### src/rtl/correlator_pkg.sv
// Shared sizing helpers for the correlator datapath blocks.
package correlator_pkg;

    function automatic int clog2(input int value);
        int r;
        r = 0;
        for (int i = 0; i < 31; i++) begin
            if ((32'd1 << i) < value) begin
                r = i + 1;
            end
        end
        return r;
    endfunction

    // Accumulator width: sample needs NBITS+2 bits, plus growth over NSUM samples.
    function automatic int calc_w(input int nbits, input int nsum);
        return nbits + 2 + clog2(nsum);
    endfunction

endpackage

### src/rtl/csa_compress_4to2.sv
// Combinational 4:2 carry-save compressor built from two cascaded 3:2 levels.
module csa_compress_4to2 #(
    parameter int W = 8
) (
    input  logic [W-1:0] a_i,
    input  logic [W-1:0] b_i,
    input  logic [W-1:0] c_i,
    input  logic [W-1:0] d_i,
    output logic [W-1:0] s_o,
    output logic [W-1:0] c_o
);

    logic [W-1:0] s1_s;
    logic [W-1:0] m1_s;
    logic [W-1:0] c1_s;
    logic [W-1:0] m2_s;

    assign s1_s = a_i ^ b_i ^ c_i;
    assign m1_s = (a_i & b_i) | (a_i & c_i) | (b_i & c_i);
    // The caller sizes W so the total never reaches 2^W; the dropped MSB carry is always zero.
    assign c1_s = {m1_s[W-2:0], 1'b0};

    assign s_o  = s1_s ^ c1_s ^ d_i;
    assign m2_s = (s1_s & c1_s) | (s1_s & d_i) | (c1_s & d_i);
    assign c_o  = {m2_s[W-2:0], 1'b0};

endmodule

### src/rtl/csa_window_accumulator.sv
// Accumulates carry-save sample pairs over NSUM valid samples in redundant form,
// then resolves the window with one carry-propagate add and saturates the result.
module csa_window_accumulator
    import correlator_pkg::*;
#(
    parameter int NBITS   = 4,
    parameter int NSUM    = 16,
    parameter int ACCBITS = 12
) (
    input  logic               clk_i,
    input  logic               rst_i,
    input  logic               valid_i,
    input  logic [NBITS-1:0]   c_i,
    input  logic [NBITS-1:0]   s_i,
    input  logic               flush_i,
    output logic [ACCBITS-1:0] sum_o,
    output logic               sum_valid_o,
    output logic               sat_o,
    output logic               busy_o
);

    localparam int W    = calc_w(NBITS, NSUM);
    localparam int CNTW = clog2(NSUM);
    localparam int CW   = (W > ACCBITS) ? W : ACCBITS;
    localparam logic [CNTW-1:0] LAST_CNT = CNTW'(NSUM - 1);
    localparam logic [CW-1:0]   SAT_MAX  = CW'({ACCBITS{1'b1}});

    logic [W-1:0]       acc_s_q, acc_s_d;
    logic [W-1:0]       acc_c_q, acc_c_d;
    logic [CNTW-1:0]    cnt_q, cnt_d;
    logic               busy_q, busy_d;
    logic [W-1:0]       dmp_s_q, dmp_s_d;
    logic [W-1:0]       dmp_c_q, dmp_c_d;
    logic               dmp_v_q, dmp_v_d;
    logic [ACCBITS-1:0] sum_q, sum_d;
    logic               sat_q, sat_d;
    logic               sum_valid_q, sum_valid_d;

    logic [W-1:0]  s_in_s;
    logic [W-1:0]  c_in_s;
    logic [W-1:0]  cmp_s_s;
    logic [W-1:0]  cmp_c_s;
    logic [W-1:0]  t_s;
    logic [CW-1:0] t_ext_s;
    logic          over_s;

    // Gating with valid_i keeps X on idle inputs out of the compressor.
    assign s_in_s = valid_i ? {{(W-NBITS){1'b0}}, s_i} : {W{1'b0}};
    assign c_in_s = valid_i ? {{(W-NBITS-1){1'b0}}, c_i, 1'b0} : {W{1'b0}};

    csa_compress_4to2 #(
        .W(W)
    ) u_compress (
        .a_i (acc_s_q),
        .b_i (acc_c_q),
        .c_i (s_in_s),
        .d_i (c_in_s),
        .s_o (cmp_s_s),
        .c_o (cmp_c_s)
    );

    // Window accumulation, sample counting and hand-off to the dump pair.
    always_comb begin
        acc_s_d = acc_s_q;
        acc_c_d = acc_c_q;
        cnt_d   = cnt_q;
        busy_d  = busy_q;
        dmp_s_d = dmp_s_q;
        dmp_c_d = dmp_c_q;
        dmp_v_d = 1'b0;
        if (flush_i) begin
            acc_s_d = {W{1'b0}};
            acc_c_d = {W{1'b0}};
            cnt_d   = {CNTW{1'b0}};
            busy_d  = 1'b0;
        end else if (valid_i) begin
            if (cnt_q == LAST_CNT) begin
                dmp_s_d = cmp_s_s;
                dmp_c_d = cmp_c_s;
                dmp_v_d = 1'b1;
                acc_s_d = {W{1'b0}};
                acc_c_d = {W{1'b0}};
                cnt_d   = {CNTW{1'b0}};
                busy_d  = 1'b0;
            end else begin
                acc_s_d = cmp_s_s;
                acc_c_d = cmp_c_s;
                cnt_d   = cnt_q + CNTW'(1);
                busy_d  = 1'b1;
            end
        end else begin
            busy_d = busy_q;
        end
    end

    assign t_s     = dmp_s_q + dmp_c_q;
    assign t_ext_s = CW'(t_s);
    assign over_s  = (t_ext_s > SAT_MAX);

    // Final carry-propagate add with saturation; result holds between pulses.
    always_comb begin
        sum_d       = sum_q;
        sat_d       = sat_q;
        sum_valid_d = dmp_v_q;
        if (dmp_v_q) begin
            sum_d = over_s ? {ACCBITS{1'b1}} : t_ext_s[ACCBITS-1:0];
            sat_d = over_s;
        end else begin
            sat_d = sat_q;
        end
    end

    // State registers.
    always_ff @(posedge clk_i) begin
        if (rst_i) begin
            acc_s_q     <= {W{1'b0}};
            acc_c_q     <= {W{1'b0}};
            cnt_q       <= {CNTW{1'b0}};
            busy_q      <= 1'b0;
            dmp_s_q     <= {W{1'b0}};
            dmp_c_q     <= {W{1'b0}};
            dmp_v_q     <= 1'b0;
            sum_q       <= {ACCBITS{1'b0}};
            sat_q       <= 1'b0;
            sum_valid_q <= 1'b0;
        end else begin
            acc_s_q     <= acc_s_d;
            acc_c_q     <= acc_c_d;
            cnt_q       <= cnt_d;
            busy_q      <= busy_d;
            dmp_s_q     <= dmp_s_d;
            dmp_c_q     <= dmp_c_d;
            dmp_v_q     <= dmp_v_d;
            sum_q       <= sum_d;
            sat_q       <= sat_d;
            sum_valid_q <= sum_valid_d;
        end
    end

    assign sum_o       = sum_q;
    assign sat_o       = sat_q;
    assign sum_valid_o = sum_valid_q;
    assign busy_o      = busy_q;

endmodule

### config.mk
export PLATFORM = sky130hd
export DESIGN_NAME = csa_window_accumulator
export DESIGN_NICKNAME = d
export VERILOG_FILES = /design/src/rtl/correlator_pkg.sv /design/src/rtl/csa_compress_4to2.sv /design/src/rtl/csa_window_accumulator.sv
export SDC_FILE = /design/constraint.sdc
export NUM_CORES = 1
export LEC_CHECK = 0
export ABC_CLOCK_PERIOD_IN_PS = 2530
export CAP_MARGIN = 10
export CELL_PAD_IN_SITES_DETAIL_PLACEMENT = 0
export CELL_PAD_IN_SITES_GLOBAL_PLACEMENT = 1
export CORE_MARGIN = 10
export CORE_UTILIZATION = 43
export CTS_BUF_LIST = sky130_fd_sc_hd__clkbuf_4 sky130_fd_sc_hd__clkbuf_8 sky130_fd_sc_hd__clkbuf_16
export DETAILED_ROUTE_END_ITERATION = 10
export GPL_TIMING_DRIVEN = 0
export PLACE_DENSITY = 0.84
export SLEW_MARGIN = 20
export SYNTH_ARGS = -nofsm -noshare
export SYNTH_HDL_FRONTEND = slang
export SYNTH_SLANG_ARGS = --single-unit
export TNS_END_PERCENT = 5
### constraint.sdc
create_clock -name clk_i -period 2.53 [get_ports clk_i]
set_input_delay 0.3795 -clock clk_i [delete_from_list [all_inputs] [get_ports clk_i]]
set_output_delay 0.3795 -clock clk_i [all_outputs]
set_load 0.03 [all_outputs]
==> flow_summary.yaml <==
placed_design:
  dp_hpwl_mm: 4.16
  place_inst: 389
  io_buffers: 23
  gp_congestion: 0.746
final_layout:
  nets: 359
  area_delta_synth_final_pct: 16.7
  stdcell_count: 397
  antenna_cells: 0
  drive_gt1_share_pct: 7.76
clocking:
  cts_buffers: 5
  cts_sinks: 53
  postCtsHoldBufs: 0
  cts_root_buf: "clkbuf_8"
  cts_buffer_depth: 2
  clock_latency_ns: 0.30
  path_clk_slew_ns: 0.10
  cts_tree: "yes"
  cts-htree-levels: 2
run_status:
  outcome: "complete, no violations"
yosys:
  synth_area_um2: 2600
  synth-seq-cells: 53
  synthCells: 289
  yosysSeqAreaShare_pct: 40.8
  synth-edff-count: 0
  syn_avg_cell_area_um2: 8.99
  synth.distinct_cells: 44
  ys_warn_count: 0
  async_reset_ff_share_pct: 0
  synth_flop_cell: "dfxtp_1"
grt:
  grt_use_total_pct: 11.4
  grt_pass1_wl_mm: 9.42
  grt_max_degree: 16
  grt_overflow: 0
  antenna_found_initial: 0
  first_global_vias: 2048
worst_setup_path:
  crit_type: "in -> reg"
  reg2reg_depth: 6
  regToRegSetupSlack_ns: 0.73
  startpoint_type: "input port"
  path_buf_inv: 3
  worstPathArrival_ns: 2.58
  required_ns: 2.76
  cpPeakStageDelay_ns: 0.58
  cp_max_fo: 10
  timing.rr.start: "acc_s_q[2]$_SDFFE_PP0P_"
  end_kind: "flip-flop"
  crit_chain: "clkdlybuf4s50_1 -> clkbuf_2 -> nand2_1 -> fa_1 -> inv_1 -> fa_1 -> nand2_1 -> a21oi_1"
  cpMaxStageDelayCell: "clkdlybuf4s50_1"
  crit_family: "adder cells"
  r2r_end: "dmp_s_q[2]$_SDFFE_PP0P_"
min_path:
  min_delay_path_depth: 2
  hold_path.startpoint: "dmp_s_q[8]$_SDFFE_PP0P_"
  hp-class: "reg -> reg"
  worstHoldEndpoint: "dmp_s_q[8]$_SDFFE_PP0P_"
routing:
  drc_errors: 0
  via_per_inst: 5.06
  vias: 2007
  drtPass1Iterations: 4
  wire_per_inst_um: 13.5
  ant_nets: 0
  drt-initial-drc-count: 59
  wl_mm: 5.38
power_and_ir_drop:
  switching_share_pct: 23.2
  p_comb_share_pct: 7.4
  p_seq_share_pct: 57.1
  switching_power_uw: 342
  ir_drop_mv: 0.256
  clock_power_share_pct: 35.5
  internal_power_mw: 1.13
  p_leak_nw: 1.23
  power.density_nw_per_um2: 486
sta:
  fin_crit_sh_pct: 92.6
  final_max_slew_viol_count: 0
  max-slew-margin-rel_pct: 64.9
  finalClockSkew_ns: 0.00528
  finalCriticalPeriod_ns: 2.34
  grt_setup_unrepaired: "false"
  finalHoldViolations: 0
  worst_pin_slew_ns: 0.526
  hold_slack_ns: 0.463
  fmax_mhz: 427
  setup_violations: 0
floorplanning:
  die_area_um2: 9550
  fp.dieH_um: 97.7
  die_w_um: 97.7
  row_count: 28
  start_util_pct: 44.1
  core_area_um2: 5890
  io_pins: 27
flow_run:
  drv_cap: 0
sequential cells by signal (all words and copies together), names as in the netlist:
signal / flops
dmp_c_q: 8
acc_s_q: 10
busy_o: 1
cnt_q: 4
sum_o: 10
dmp_s_q: 10
dmp_v_q: 1
acc_c_q: 8
sum_valid_o: 1
synthesized netlist by cell type, types with 2 or more instances:
cell type / instances / area, um2
a211oi_1: 3 / 22.5
a21oi_1: 23 / 115
a22oi_1: 18 / 135
a31oi_1: 2 / 12.5
and2_1: 8 / 50.1
buf_2: 2 / 10.0
buf_4: 4 / 30.0
clkbuf_1: 9 / 33.8
dfxtp_1: 53 / 1060
fa_1: 7 / 140
ha_1: 19 / 238
inv_1: 12 / 45.0
mux2i_1: 5 / 50.1
nand2_1: 37 / 139
nand2b_1: 2 / 12.5
nand3_1: 6 / 30.0
nor2_1: 33 / 124
nor2_4: 2 / 22.5
nor2b_1: 2 / 12.5
nor3_1: 7 / 35.0
o2111ai_1: 2 / 17.5
o21a_1: 5 / 37.5
o21ai_0: 3 / 15.0
or2_2: 3 / 18.8
xor2_1: 3 / 26.3
power by group through the flow:
stage	logic (mW)	registers, mW	clock network (mW)
CTS	0.109	0.842	0.537
detailed placement	0.109	0.862	0
floorplan	0.0665	0.862	0
global placement	0.108	0.862	0
finish	0.109	0.842	0.523
global route	0.122	0.843	0.566
cell usage in the layout, fill, tap and decap left out, drive strengths merged, types with 3 or more instances in the layout:
master,count
nor3,7
a21oi,23
a22oi,18
or2,4
clkbuf,16
buf,8
clkdlybuf4s50,23
nand2,38
ha,19
inv,12
dfxtp,53
mux2i,5
o21ai,3
fa,7
conb,3
o21a,5
xor2,3
a211oi,4
nor2,35
and2,8
nand3,6
worst max-delay path by stage:
| stage | to | from | slack, ns | depth (start not counted) |
|---|---|---|---|---|
| global placement | acc_s_q[3]$_SDFFE_PP0P_ | valid_i | -0.29 | 7 |
| global route | dmp_s_q[2]$_SDFFE_PP0P_ | valid_i | 0.06 | 8 |
| floorplan | acc_s_q[2]$_SDFFE_PP0P_ | valid_i | 0.53 | 7 |
| CTS | dmp_s_q[2]$_SDFFE_PP0P_ | valid_i | 0.04 | 8 |
| detailed placement | acc_s_q[2]$_SDFFE_PP0P_ | valid_i | -0.29 | 8 |
| finish | dmp_s_q[2]$_SDFFE_PP0P_ | valid_i | 0.19 | 8 |
logic make-up after synthesis:
| family | count (synthesis) | synth area share, % |
|---|---|---|
| simple gates | 108 | 19.5 |
| compound gates | 63 | 16.1 |
| flops | 53 | 40.8 |
| buf+inv | 29 | 5.59 |
| fa+ha+maj | 26 | 14.5 |
| mux | 5 | 1.93 |
| xor+xnor | 4 | 1.35 |
| other cells | 1 | 0.144 |
worst reg2reg max path, stage by stage (launching register included):
cell,delay (ns)
dfxtp_1,0.34
inv_1,0.06
fa_1,0.52
inv_1,0.06
fa_1,0.56
nand2_1,0.06
a21oi_1,0.13
area by class of cell:
cell class / count / area [um2]
clock buffer: 7 / 96.3
timing repair buffer: 23 / 230
buffer: 17 / 101
multi-input combinational: 209 / 1400
inverter: 12 / 45.0
clock inverter: 1 / 5.00
sequential: 53 / 1060
fill: 573 / 2850
tap: 75 / 93.8
routing by layer:
metal	routed length (um)	up-vias	track usage [%]
li1	-	1054	-
met1	2660	920	14.3
met2	2430	26	18.4
met3	204	7	2.99
met4	76	0	3.36
met5	0	-	0
timing repair:
action	4_1_cts	5_1_grt
endpoints found under the setup margin	0	6
resized for setup	0	2
setup buffers	0	0
through the flow:
step / utilization, % / area, um2 / total power [mW] / setup TNS [ns] / setup WS [ns]
final: 51.5 / 3030 / 1.47 / 0 / 0.187
after global routing: 51.5 / 3030 / 1.53 / 0 / 0.0556
after CTS: 51.5 / 3030 / 1.49 / 0 / 0.0383
after detailed placement: 49.8 / 2930 / 0.970 / -2.34 / -0.292
after global placement: 49.8 / 2930 / 0.970 / -2.30 / -0.285
after floorplan: - / 2610 / 0.929 / 0 / 0.527
No activity file was read; power rests on OpenSTA's default activity.
